$ cat src/rtl/video_pkg.sv
// Shared video definitions for the camera capture path: frame geometry defaults,
// the RGB565 black pixel and the capture FSM state encoding.
package video_pkg;

  localparam int IMG_WIDTH_DEF  = 640;
  localparam int IMG_HEIGHT_DEF = 480;

  localparam logic [15:0] RGB565_BLACK = 16'h0000;

  typedef enum logic [2:0] {
    ST_SYNC,
    ST_ARMED,
    ST_LINE,
    ST_GAP,
    ST_PAD_LINE,
    ST_PAD_FRAME,
    ST_DRAIN
  } cap_state_e;

endpackage

$ cat src/rtl/cam_input_sync.sv
// Registers the camera bus once and derives vsync/href edges from the registered copies.
// One cycle of latency; no backpressure (the camera cannot be stalled).
module cam_input_sync (
  input  logic       clk,
  input  logic       rst_n,
  input  logic       cam_vsync,
  input  logic       cam_href,
  input  logic [7:0] cam_data,
  output logic       vsync_r,
  output logic       href_r,
  output logic [7:0] data_r,
  output logic       vsync_rise,
  output logic       href_rise,
  output logic       href_fall
);

  logic       vsync_d, vsync_q;
  logic       href_d, href_q;
  logic [7:0] data_d, data_q;
  logic       vsync_p_d, vsync_p_q;
  logic       href_p_d, href_p_q;

  always_comb begin
    vsync_d   = cam_vsync;
    href_d    = cam_href;
    data_d    = cam_data;
    vsync_p_d = vsync_q;
    href_p_d  = href_q;
  end

  always_ff @(posedge clk or negedge rst_n) begin
    if (!rst_n) begin
      vsync_q   <= 1'b0;
      href_q    <= 1'b0;
      data_q    <= 8'h00;
      vsync_p_q <= 1'b0;
      href_p_q  <= 1'b0;
    end else begin
      vsync_q   <= vsync_d;
      href_q    <= href_d;
      data_q    <= data_d;
      vsync_p_q <= vsync_p_d;
      href_p_q  <= href_p_d;
    end
  end

  assign vsync_r    = vsync_q;
  assign href_r     = href_q;
  assign data_r     = data_q;
  assign vsync_rise = vsync_q & ~vsync_p_q;
  assign href_rise  = href_q & ~href_p_q;
  assign href_fall  = ~href_q & href_p_q;

endmodule

$ cat src/rtl/cam_pixel_capture.sv
// Assembles camera byte pairs into RGB565 pixels and forces exactly IMG_WIDTH x IMG_HEIGHT
// pixels per frame (pads with black, truncates extras); 2 clk from second byte to data_valid_out.
module cam_pixel_capture
  import video_pkg::*;
#(
  parameter int IMG_WIDTH   = IMG_WIDTH_DEF,
  parameter int IMG_HEIGHT  = IMG_HEIGHT_DEF,
  parameter int SKIP_FRAMES = 2
) (
  input  logic        clk,
  input  logic        rst_n,
  input  logic        cam_vsync,
  input  logic        cam_href,
  input  logic [7:0]  cam_data,
  output logic [15:0] pixel_out,
  output logic        data_valid_out,
  output logic        frame_start,
  output logic        frame_done,
  output logic        err_short_line,
  output logic        err_long_line,
  output logic        err_overrun,
  output logic [7:0]  frame_count
);

  localparam int XW  = $clog2(IMG_WIDTH + 1);
  localparam int YW  = $clog2(IMG_HEIGHT + 1);
  localparam int SKW = (SKIP_FRAMES > 0) ? $clog2(SKIP_FRAMES + 1) : 1;

  localparam logic [XW-1:0]  X_MAX    = XW'(IMG_WIDTH);
  localparam logic [XW-1:0]  X_LAST   = XW'(IMG_WIDTH - 1);
  localparam logic [YW-1:0]  Y_LAST   = YW'(IMG_HEIGHT - 1);
  localparam logic [SKW-1:0] SKIP_TGT = SKW'(SKIP_FRAMES);

  logic       vsync_r, href_r, vsync_rise, href_rise, href_fall;
  logic [7:0] data_r;

  cam_input_sync u_sync (
    .clk        (clk),
    .rst_n      (rst_n),
    .cam_vsync  (cam_vsync),
    .cam_href   (cam_href),
    .cam_data   (cam_data),
    .vsync_r    (vsync_r),
    .href_r     (href_r),
    .data_r     (data_r),
    .vsync_rise (vsync_rise),
    .href_rise  (href_rise),
    .href_fall  (href_fall)
  );

  cap_state_e     state_d, state_q;
  logic [XW-1:0]  x_d, x_q;
  logic [YW-1:0]  y_d, y_q;
  logic           phase_d, phase_q;
  logic [SKW-1:0] skip_d, skip_q;
  logic [7:0]     hi_d, hi_q;
  logic [15:0]    pix_d, pix_q;
  logic           vld_d, vld_q;
  logic           fs_d, fs_q;
  logic           fd_d, fd_q;
  logic           short_d, short_q;
  logic           long_d, long_q;
  logic           ovr_d, ovr_q;
  logic [7:0]     fcnt_d, fcnt_q;
  logic           emit;
  logic [15:0]    emit_pix;

  always_comb begin
    state_d  = state_q;
    x_d      = x_q;
    y_d      = y_q;
    phase_d  = phase_q;
    skip_d   = skip_q;
    hi_d     = hi_q;
    pix_d    = RGB565_BLACK;
    vld_d    = 1'b0;
    fs_d     = 1'b0;
    fd_d     = 1'b0;
    short_d  = short_q;
    long_d   = long_q;
    ovr_d    = ovr_q;
    fcnt_d   = fcnt_q;
    emit     = 1'b0;
    emit_pix = RGB565_BLACK;

    unique case (state_q)
      ST_SYNC: begin
        if (vsync_rise) begin
          if (skip_q == SKIP_TGT) state_d = ST_ARMED;
          else                    skip_d  = skip_q + 1'b1;
        end
      end

      // The href-high cycle that ends ARMED already carries the first byte of the line.
      ST_ARMED: begin
        if (!vsync_r && href_r) begin
          state_d = ST_LINE;
          x_d     = '0;
          y_d     = '0;
          phase_d = 1'b1;
          hi_d    = data_r;
        end
      end

      ST_LINE: begin
        if (href_r) begin
          if (!phase_q) begin
            hi_d    = data_r;
            phase_d = 1'b1;
          end else begin
            phase_d = 1'b0;
            if (x_q < X_MAX) begin
              emit     = 1'b1;
              emit_pix = {hi_q, data_r};
              x_d      = x_q + 1'b1;
            end else begin
              long_d = 1'b1;
            end
          end
        end else if (href_fall) begin
          phase_d = 1'b0;
          if (x_q < X_MAX) begin
            short_d = 1'b1;
            state_d = ST_PAD_LINE;
          end else begin
            y_d     = y_q + 1'b1;
            state_d = (y_q == Y_LAST) ? ST_DRAIN : ST_GAP;
          end
        end
      end

      ST_PAD_LINE: begin
        if (href_r) ovr_d = 1'b1;
        emit = 1'b1;
        x_d  = x_q + 1'b1;
        if (x_q == X_LAST) begin
          y_d = y_q + 1'b1;
          if (y_q == Y_LAST) begin
            state_d = vsync_rise ? ST_ARMED : ST_DRAIN;
          end else if (vsync_r) begin
            // vsync arrived while padding: the GAP edge would be missed, so pad the frame now.
            short_d = 1'b1;
            x_d     = '0;
            state_d = ST_PAD_FRAME;
          end else begin
            state_d = ST_GAP;
          end
        end
      end

      ST_GAP: begin
        if (href_rise) begin
          state_d = ST_LINE;
          x_d     = '0;
          phase_d = 1'b1;
          hi_d    = data_r;
        end else if (vsync_rise) begin
          short_d = 1'b1;
          x_d     = '0;
          state_d = ST_PAD_FRAME;
        end
      end

      ST_PAD_FRAME: begin
        if (href_r) ovr_d = 1'b1;
        emit = 1'b1;
        if (x_q == X_LAST) begin
          x_d = '0;
          y_d = y_q + 1'b1;
          if (y_q == Y_LAST) state_d = ST_ARMED;
        end else begin
          x_d = x_q + 1'b1;
        end
      end

      ST_DRAIN: begin
        if (href_r)     long_d  = 1'b1;
        if (vsync_rise) state_d = ST_ARMED;
      end

      default: state_d = ST_SYNC;
    endcase

    if (emit) begin
      vld_d = 1'b1;
      pix_d = emit_pix;
      fs_d  = (x_q == '0) && (y_q == '0);
      fd_d  = (x_q == X_LAST) && (y_q == Y_LAST);
      if (fd_d) fcnt_d = fcnt_q + 1'b1;
    end
  end

  always_ff @(posedge clk or negedge rst_n) begin
    if (!rst_n) begin
      state_q <= ST_SYNC;
      x_q     <= '0;
      y_q     <= '0;
      phase_q <= 1'b0;
      skip_q  <= '0;
      hi_q    <= 8'h00;
      pix_q   <= RGB565_BLACK;
      vld_q   <= 1'b0;
      fs_q    <= 1'b0;
      fd_q    <= 1'b0;
      short_q <= 1'b0;
      long_q  <= 1'b0;
      ovr_q   <= 1'b0;
      fcnt_q  <= 8'h00;
    end else begin
      state_q <= state_d;
      x_q     <= x_d;
      y_q     <= y_d;
      phase_q <= phase_d;
      skip_q  <= skip_d;
      hi_q    <= hi_d;
      pix_q   <= pix_d;
      vld_q   <= vld_d;
      fs_q    <= fs_d;
      fd_q    <= fd_d;
      short_q <= short_d;
      long_q  <= long_d;
      ovr_q   <= ovr_d;
      fcnt_q  <= fcnt_d;
    end
  end

  assign pixel_out      = pix_q;
  assign data_valid_out = vld_q;
  assign frame_start    = fs_q;
  assign frame_done     = fd_q;
  assign err_short_line = short_q;
  assign err_long_line  = long_q;
  assign err_overrun    = ovr_q;
  assign frame_count    = fcnt_q;

endmodule

$ cat config.mk
export PLATFORM = sky130hd
export DESIGN_NAME = cam_pixel_capture
export DESIGN_NICKNAME = d
export VERILOG_FILES = /design/src/rtl/video_pkg.sv /design/src/rtl/cam_input_sync.sv /design/src/rtl/cam_pixel_capture.sv
export SDC_FILE = /design/constraint.sdc
export NUM_CORES = 1
export LEC_CHECK = 0
export CORE_MARGIN = 8
export CORE_UTILIZATION = 50
export CTS_CLUSTER_SIZE = 20
export DETAILED_ROUTE_END_ITERATION = 6
export GPL_ROUTABILITY_DRIVEN = 0
export GPL_TIMING_DRIVEN = 0
export PLACE_DENSITY_LB_ADDON = 0.1
export SYNTH_ARGS = -nofsm -noshare
export SYNTH_HDL_FRONTEND = slang
export SYNTH_SLANG_ARGS = --single-unit
$ cat constraint.sdc
create_clock -name clk -period 2.2 [get_ports clk]
set_clock_uncertainty 0.1 [all_clocks]
set_input_delay 0.33 -clock clk [delete_from_list [all_inputs] [get_ports clk]]
set_output_delay 0.33 -clock clk [all_outputs]
set_load 0.01 [all_outputs]
; ---- Word-level counts from Yosys, hierarchy flattened
; Index checks and enable logic that the tools add are counted.
[word_totals]
register_bits = 75
latch_bits = 0
mem_bits_rw = 0
mem_bits_ro = 0
input_bits = 12
output_inout_bits = 30
elab_cells = 157
memories = 0
[classes]
add_sub_neg = 4
n_mul = 0
div_mod_pow = 0
order_cmp = 1
eq_ne = 32
shift = 0
n_mux = 71
n_bitwise = 7
n_reduce_logical = 23
[ops]
columns = cell, count
row1 = $mux 10, 10
row2 = $mux 16, 5
row3 = $pmux 10 s5, 1
row4 = $mux 3, 16
row5 = $mux 9, 5
row6 = $ne 2x2->1 const B, 17
row7 = $mux 8, 4
row8 = $pmux 9 s3, 1
row9 = $pmux 8 s3, 1
row10 = $mux 1, 23
row11 = $pmux 3 s7, 1
row12 = $reduce_and 6->1, 2
row13 = $add 10x1->10 const B, 1
row14 = $eq 10x10->1 const B, 1
row15 = $logic_not 10->1, 1
row16 = $lt 10x10->1 const B, 1
row17 = $reduce_and 10->1, 1
row18 = $reduce_and 5->1, 2
row19 = $add 9x1->9 const B, 1
row20 = $eq 3x3->1 const B, 3
row21 = $eq 9x9->1 const B, 1
row22 = $logic_not 9->1, 1
row23 = $reduce_and 9->1, 1
row24 = $reduce_bool 3->1, 3
row25 = other kinds (21), 35

; ---- Depth between registers and ports, before layout
; Gate-level depths: netlist (run 1).
[depth]
word_depth = 6
depth_mapped = 8
depth_no_buf = 6

; ---- Modules after synthesis
; Synthesis (run 1) repeated with hierarchy kept, for this count alone.
[hier_totals]
cells_unflattened = 311
hier_area_um2 = 3527.1
[modules_own_cells]
columns = module, instances, cells_per_inst, area_per_inst_um2, seq_area_each_um2
row1 = cam_pixel_capture, 1, 296, 3205.6, 1576.5
row2 = cam_input_sync, 1, 15, 321.6, 300.3

; ---- Worst setup path before layout (run 1)
; No wires, ideal clock.
[synth_timing]
path_kind = register -> register
startpoint = register x_q[0]
endpoint = register x_q[4]
setup_ns = 0.118
t_arrival_ns = 1.891
t_required_ns = 1.982
setup_slack_ns = 0.090
stages_incl_launch_ff = 8
path_buffers = 1
synth_period_minus_slack_ns = 2.110
cell_sequence = dfrtp_1 > ha_1 > nand3_1 > o41a_1 > a211oi_4 > buf_6 > o21ai_1 > a21o_1
[synth_via]
elab_chain_cells = 5
elab_cells_between_ends = 13
classes_between = 1 x add/sub / 1 x order compare / 2 x eq/ne / 8 x mux / 1 x reduce/logical
[synth_rtl]
columns = item, line
row1 = start: declaration, cam_pixel_capture.sv:52  ; logic [XW-1:0] x_d, x_q;
row2 = start signal: assignment, cam_pixel_capture.sv:196  ; x_q <= '0;
row3 = start signal: assignment, cam_pixel_capture.sv:211  ; x_q <= x_d;
row4 = $add 10x1->10, "cam_pixel_capture.sv:115, cam_pixel_capture.sv:135, cam_pixel_capture.sv:172"
row5 = "$mux 10, on equally long branches", "cam_pixel_capture.sv:140, cam_pixel_capture.sv:112"
row6 = "$mux 10, on equally long branches", "cam_pixel_capture.sv:138, cam_pixel_capture.sv:107"
row7 = "$mux 10, on equally long branches", "cam_pixel_capture.sv:136, cam_pixel_capture.sv:106"
row8 = $pmux 10 s5, cam_pixel_capture.sv:86  ; unique case (state_q)
; Parallel ways exist; a longest one is shown, timed or not. The select of a mux whose other input is x is not followed.
; A chain may end at the register's enable or synchronous reset.

; ---- Final worst setup path (run 1)
[layout_timing]
startpoint = register x_q[8]
endpoint = register fcnt_q[1] (netlist: frame_count[1])
[layout_via]
elab_chain_cells = 6
elab_cells_between_ends = 8
classes_between = 1 x order compare / 1 x eq/ne / 4 x mux / 2 x reduce/logical
[layout_rtl]
columns = item, line
row1 = $lt 10x10->1, cam_pixel_capture.sv:112  ; if (x_q < X_MAX) begin
row2 = $mux 1, cam_pixel_capture.sv:112
row3 = $mux 1, cam_pixel_capture.sv:107  ; if (!phase_q) begin
row4 = $mux 1, cam_pixel_capture.sv:106  ; if (href_r) begin
row5 = $pmux 1 s2, cam_pixel_capture.sv:86
row6 = $reduce_and 2->1 (no source line) *, -
row7 = end signal: assignment, cam_pixel_capture.sv:223  ; fcnt_q <= fcnt_d;
row8 = end: declaration, cam_pixel_capture.sv:64  ; logic [7:0] fcnt_d, fcnt_q;
; Mark *: on every way between the ends. The rest lies on a longest branch, timed or not.

==> results of run 1 <==
[power by group through the flow]
stage	registers, mW	clock network (mW)	logic, mW
after floorplan	1.80	0	1.08
after global placement	1.80	0	1.52
after detailed placement	1.81	0	1.55
after CTS	1.79	1.14	1.69
after global routing	1.83	1.20	1.92
final	1.79	1.10	1.75
[through the flow]
stage                     setup TNS, ns  cells
after detailed placement          -3.49    460
after global placement          -143.16    459
after CTS                             0    482
after global routing            -0.0983    487
final                                 0    487
after floorplan                       0    322
[routing by layer]
metal / vias to the layer above / track usage (%) / wire (um)
met5: - / 0 / 0
met4: 0 / 7.45 / 157
met3: 16 / 4.40 / 380
met2: 70 / 24.1 / 3580
met1: 1346 / 21.5 / 3560
li1: 1295 / - / -
[cell families (layout without fill, tap and decap cells)]
| group | count (synthesis) | after routing |
|---|---|---|
| AOI/OAI and AO/OA | 82 | 82 |
| muxes | 13 | 13 |
| adders and majority gates | 6 | 6 |
| buffers and inverters | 20 | 89 |
| DFF | 75 | 75 |
| xor gates and xnor gates | 8 | 8 |
| and+or+nand+nor | 118 | 118 |
[worst max-delay path, stage by stage (launching register included)]
cell and delay [ns]:
dfrtp_2 0.45, or2_4 0.28, nor4_4 0.25, buf_4 0.18, buf_4 0.11, o211a_1 0.19
buf_6 0.15, mux2_2 0.33
[sequential cells by signal, indices dropped and copies added (netlist names), 2 cells and up]
| register | flops |
|---|---|
| state_q | 3 |
| x_q | 10 |
| y_q | 9 |
| pixel_out | 16 |
| hi_q | 8 |
| frame_count | 8 |
| skip_q | 2 |
| u_sync.data_r | 8 |
[synthesized netlist by cell type (4+ instances only)]
| cell type | instances |
|---|---|
| and3_1 | 6 |
| and2_1 | 18 |
| inv_1 | 8 |
| nor2b_1 | 9 |
| mux2_2 | 11 |
| dfrtp_1 | 75 |
| nand3_1 | 13 |
| buf_2 | 4 |
| ha_1 | 6 |
| o22ai_1 | 4 |
| nand2b_1 | 7 |
| nor4_1 | 4 |
| or3_1 | 4 |
| nand2_1 | 20 |
| clkbuf_1 | 4 |
| nor3_1 | 6 |
| o31ai_1 | 8 |
| o21ai_0 | 23 |
| xnor2_1 | 7 |
| nand4_1 | 7 |
| a21oi_1 | 13 |
| nor2_1 | 11 |
| a21o_1 | 9 |
[how the worst max path moves through the flow]
stage / to / start / slack, ns
finish: frame_count[1]$_DFFE_PN0P_ / x_q[8]$_DFFE_PN0P_ / 0.04
global route: state_q[2]$_DFFE_PN0P_ / y_q[1]$_DFFE_PN0P_ / -0.02
CTS: y_q[4]$_DFFE_PN0P_ / x_q[1]$_DFFE_PN0P_ / 0.009
detailed placement: frame_count[1]$_DFFE_PN0P_ / state_q[2]$_DFFE_PN0P_ / -0.23
global placement: frame_count[3]$_DFFE_PN0P_ / rst_n / -1.88
floorplan: x_q[4]$_DFFE_PN0P_ / x_q[0]$_DFFE_PN0P_ / 0.09
[cell type report]
type,instances,area share [%]
timing repair buffer,53,11.9
buffer,12,1.84
clock buffer,10,3.07
clock inverter,6,1.59
inverter,8,0.670
sequential,75,42.0
tap,96,2.68
multi-input combinational,227,36.2
[repair_timing]
action	CTS	global route
gates resized for setup	11	20
endpoints found under the setup margin	42	32
buffers inserted	5	5
hold endpoints to repair	17	0
pin swaps	3	5
hold buffers	1	0
==> impl_results.md, run 1 <==
* Status: finished clean
* Worst setup path category: register to register
* Adder-cell share of the synthesized area at 2.14%
* CTS tree: yes
* Area fraction in compound gates after synthesis at 16.2%
* CTS H-tree lvls at 3
* Ys flop type: dfrtp_1
* Post-Syn Nets at 340
* Internal at 3.02 mW
* Pre-CTS setup slack at -0.233 ns
* Port Buffer Count at 41
* Syn avg cell area at 10.9 sq um
* TritonCTS buffer count at 9
* Fraction of the mapped netlist area in simple logic gates at 19.2%
* Routed Antenna Nets at 0
* Pwr per Cell Area at 1040 nW/um^2
* Post-layout min period at 2.16 ns
* Unique cell type count in the Yosys netlist at 54
* Crit. End Element: register
* Sw Ratio at 35.1%
* Post-synth EDFFs at 0
* Top-area cell type share of the netlist area at 53.5%
* Worst-margin pin slew at 0.455 ns
* Xor/xnor share of the synthesized area at 2.00%
* Grt ovf at 0
* Final wirelength at 7670 um
* FF-to-FF Start: x_q[8]$_DFFE_PN0P_
* Critical path peak fanout at 8
* All-Layer GR Usage at 16.2%
* Die area at 9950 sq um
* N_diodes at 0
* Max Root-Sink Buffers at 2
* Finished Cell Area at 4480 sq um
* Cell count of the worst reg-to-reg path at 7
* Rel. slew slack at 69.6%
* Utilization after layout at 65.9%
* Worst EP arrival at 2.30 ns
* Sink Count at 75
* Slew Viols, Final at 0
* First-pass GRT wire length at 12,900 um
* Worst hold slack at 0.298 ns
* Multi-input logic area at 1620 sq um
* YS warnings at 0
* First-pass detailed-route iteration total at 4
* LEAKAGE at 1.94 nW
* P&R area growth vs syn at 27.7%
* Synth async-reset ratio at 100%
* Floorplan row count at 30
* Tightest Hold Check Type: input port to async pin
* Post-synthesis mux area share at 4.10%
* Synth area leaders: dfrtp_1 (53%), mux2_2 (3.5%), o21ai_0 (3.3%)
* Most frequent cells in the layout: dfrtp_1 (70), clkdlybuf4s50_1 (40), o21ai_0 (22), nand2_1 (20), and2_1 (18)
* Leading area contributor after synthesis: dfrtp_1
* Fill count at 536
* # setup viols final at 0
* Cells after Synth at 322
* Fin crit share at 98.1%
* Commonest non-fill, non-tap cell in the layout: dfrtp_1
* Logic gate share of total power at 37.7%
* Max Fclk at 0.463 GHz
* Vias in the first global route at 2,609
* Hpwl dp at 5220 um
* IO Count at 42
* Sequential share of the synthesized area at 53.5%
* Clock power frac at 23.8%
* Max cap viols at 0
* Die height at 99.8 um
* DRC at 0
* Post-route setup slack at 0.0419 ns
* Sequential power share at 38.6%
* Main combinational cell family by area after synthesis: simple AND/OR/NAND/NOR gates
* Final count of hold timing violations at 0
* FF/Latch Area at 1880 sq um
* Initial antenna violation count at 0
* Total number of vias at 2,727
* Final nets at 404
* DR iter-0 viols at 157
* Worst reg2reg path endpoint: frame_count[1]$_DFFE_PN0P_
* Clock transition at the registers of the reported paths at 0.08 ns
* CTS Root Cell: clkbuf_8
* Drt wl/cell at 15.8 um
* Mapped Area at 3510 sq um
* Initial Utilization at 51.6%
* CP Launch Type: register
* Largest net degree at the start of global routing at 59
* Layout cells sized above 1 at 18.9%
* Die width at 99.8 um
* Vias per cell at 5.60
* Tot Pwr at 4.65 mW
* VDD IR-drop max at 0.522 mV
* Core box area at 6790 sq um
* Clock Latency Late Sink at 0.35 ns
* Reg-to-reg setup timing slack at 0.04 ns
* Psw at 1.63 mW
* Post-placement cell area at 4060 sq um
* Critical Path RT at 2.34 ns
* Post-synthesis register bit count at 75
Note: power is estimated with default switching activity, not from simulation.
==> run 2, diff against run 1 <==
SKIP_CTS_REPAIR_TIMING = 1   (was not set)
==> impl_results.md, run 2 (synthesized netlist as in run 1, its figures left out) <==
* Critical path peak fanout at 7 (was 8)
* Vias per cell at 5.64 (was 5.60)
* Final nets at 406 (was 404)
* IO Count at 42 (unchanged)
* TritonCTS buffer count at 9 (unchanged)
* Clock transition at the registers of the reported paths at 0.09 ns (was 0.08 ns)
* Die area at 9950 sq um (unchanged)
* First-pass detailed-route iteration total at 4 (unchanged)
* Grt met2 use at 24.1% (unchanged)
* Critical Path RT at 2.35 ns (was 2.34 ns)
* LEAKAGE at 1.96 nW (was 1.94 nW)
* Slew Viols, Final at 0 (unchanged)
* Largest net degree at the start of global routing at 59 (unchanged)
* GR Util met3 at 4.40% (unchanged)
* First-pass GRT wire length at 12,800 um (was 12,900 um)
* Commonest non-fill, non-tap cell in the layout: dfrtp_1 (unchanged)
* Tot Pwr at 4.69 mW (was 4.65 mW)
* Floorplan row count at 30 (unchanged)
* CP Launch Type: register (unchanged)
* CTS H-tree lvls at 3 (unchanged)
* Placed cells at 460 (unchanged)
* DRC at 0 (unchanged)
* # setup viols final at 0 (unchanged)
* DR iter-0 viols at 193 (was 157)
* Post-placement cell area at 4060 sq um (unchanged)
* Worst-margin pin slew at 0.455 ns (about the same)
* Routed Antenna Nets at 0 (unchanged)
* Vias in the first global route at 2,570 (was 2,609)
* Worst EP arrival at 2.29 ns (was 2.30 ns)
* Initial Utilization at 51.6% (unchanged)
* Sink Count at 75 (unchanged)
* P&R area growth vs syn at 28.5% (was 27.7%)
* Hpwl dp at 5220 um (unchanged)
* Largest register FFs at 16 (unchanged)
* CTS Root Cell: clkbuf_8 (unchanged)
* Die height at 99.8 um (unchanged)
* Worst hold slack at 0.295 ns (was 0.298 ns)
* Pre-CTS setup slack at -0.233 ns (unchanged)
* Finished Cell Area at 4510 sq um (was 4480 sq um)
* N_diodes at 0 (unchanged)
* VDD IR-drop max at 0.528 mV (was 0.522 mV)
* Layout cells sized above 1 at 19.8% (was 18.9%)
* CTS tree: yes (unchanged)
* Fill count at 534 (was 536)
* Most frequent cells in the layout: dfrtp_1 (69), clkdlybuf4s50_1 (40), o21ai_0 (22), nand2_1 (20), and2_1 (18) (was dfrtp_1 (70), clkdlybuf4s50_1 (40), o21ai_0 (22), nand2_1 (20), and2_1 (18))
* Drt wl/cell at 15.9 um (was 15.8 um)
* Max Fclk at 0.466 GHz (was 0.463 GHz)
* Max Root-Sink Buffers at 2 (unchanged)
* Max cap viols at 0 (unchanged)
* Pwr per Cell Area at 1040 nW/um^2 (about the same)
* Clock Latency Late Sink at 0.35 ns (about the same)
* Final count of hold timing violations at 0 (unchanged)
* All-Layer GR Usage at 16.1% (was 16.2%)
* Port Buffer Count at 41 (unchanged)
* Rel. slew slack at 69.5% (was 69.6%)
* Status: finished clean (unchanged)
* Initial antenna violation count at 0 (unchanged)
* Worst setup path category: register to register (unchanged)
* Core box area at 6790 sq um (unchanged)
* Total number of vias at 2,756 (was 2,727)
* Fin crit share at 97.5% (was 98.1%)
* Crit. End Element: register (unchanged)
* Post-layout min period at 2.14 ns (was 2.16 ns)
* Fin cells at 489 (was 487)
* Tightest Hold Check Type: input port to async pin (unchanged)
* Grt peak-use layer: met2 (unchanged)
* Met1 usage at 21.2% (was 21.5%)
* Grt ovf at 0 (unchanged)
* Final wirelength at 7780 um (was 7670 um)
* Post-route setup slack at 0.0555 ns (was 0.0419 ns)
* Die width at 99.8 um (unchanged)
run 2: cell types whose count changed in the layout (fill, tap and decap cells not counted), sizes merged:
cell	before	now
buf	20	22
run 2: per-stage QoR:
step	setup TNS (ns)	util (%)
detailed placement	-3.49	59.8
global route	-0.0832	66.4
global placement	-143.16	59.4
floorplan	0	-
finish	0	66.4
CTS	-4.28	62.9
run 2: layout make-up:
type / instances / area (sq um) / share of cell area [%]
well taps: 96 / 120 / 2.66
flip-flops and latches: 75 / 1880 / 41.8
clock buffers: 10 / 138 / 3.05
plain buffers: 12 / 82.6 / 1.83
clock inverters: 6 / 71.3 / 1.58
repair buffers: 55 / 548 / 12.2
multi-input cells: 227 / 1640 / 36.3
inverters: 8 / 30.0 / 0.666
run 2: path summary, 6_finish.rpt:
kind	start	end	slack (ns)	cells past startpoint
max	x_q[8]$_DFFE_PN0P_	x_q[4]$_DFFE_PN0P_	0.06	6
min	rst_n	x_q[0]$_DFFE_PN0P_	0.29	2
max reg2reg	x_q[8]$_DFFE_PN0P_	x_q[4]$_DFFE_PN0P_	0.06	6
min reg2reg	err_overrun$_DFFE_PN0P_	err_overrun$_DFFE_PN0P_	0.36	1
max in group asynchronous	rst_n	pixel_out[5]$_DFF_PN0_	1.15	3
min in group clk	cam_href	u_sync.href_r$_DFF_PN0_	0.31	1
run 2: critical path, cell delays in order, from the launching register on:
cell	delay, ns
dfrtp_2	0.45
or2_4	0.28
o41a_1	0.47
a211oi_4	0.32
buf_4	0.21
nor3_1	0.05
a21o_1	0.16
run 2: metal layers:
layer  wire length, um  part of all wire [%]  up-vias
met4               116                   1.5        0
met2              3730                    48       86
li1                  -                     -     1304
met5                 0                     0        -
met1              3450                    44     1350
met3               486                   6.2       16
run 2: power by group:
| part | internal, mW | switching [mW] |
|---|---|---|
| logic | 0.856 | 0.931 |
| registers | 1.63 | 0.172 |
| clock network | 0.565 | 0.540 |
==> run 3, diff against run 2 <==
ABC_CLOCK_PERIOD_IN_PS = 2200   (was not set)
CTS_CLUSTER_DIAMETER = 40   (was not set)
==> results of run 3 <==
Final layout, timing and power as in run 2 (identical DEF).
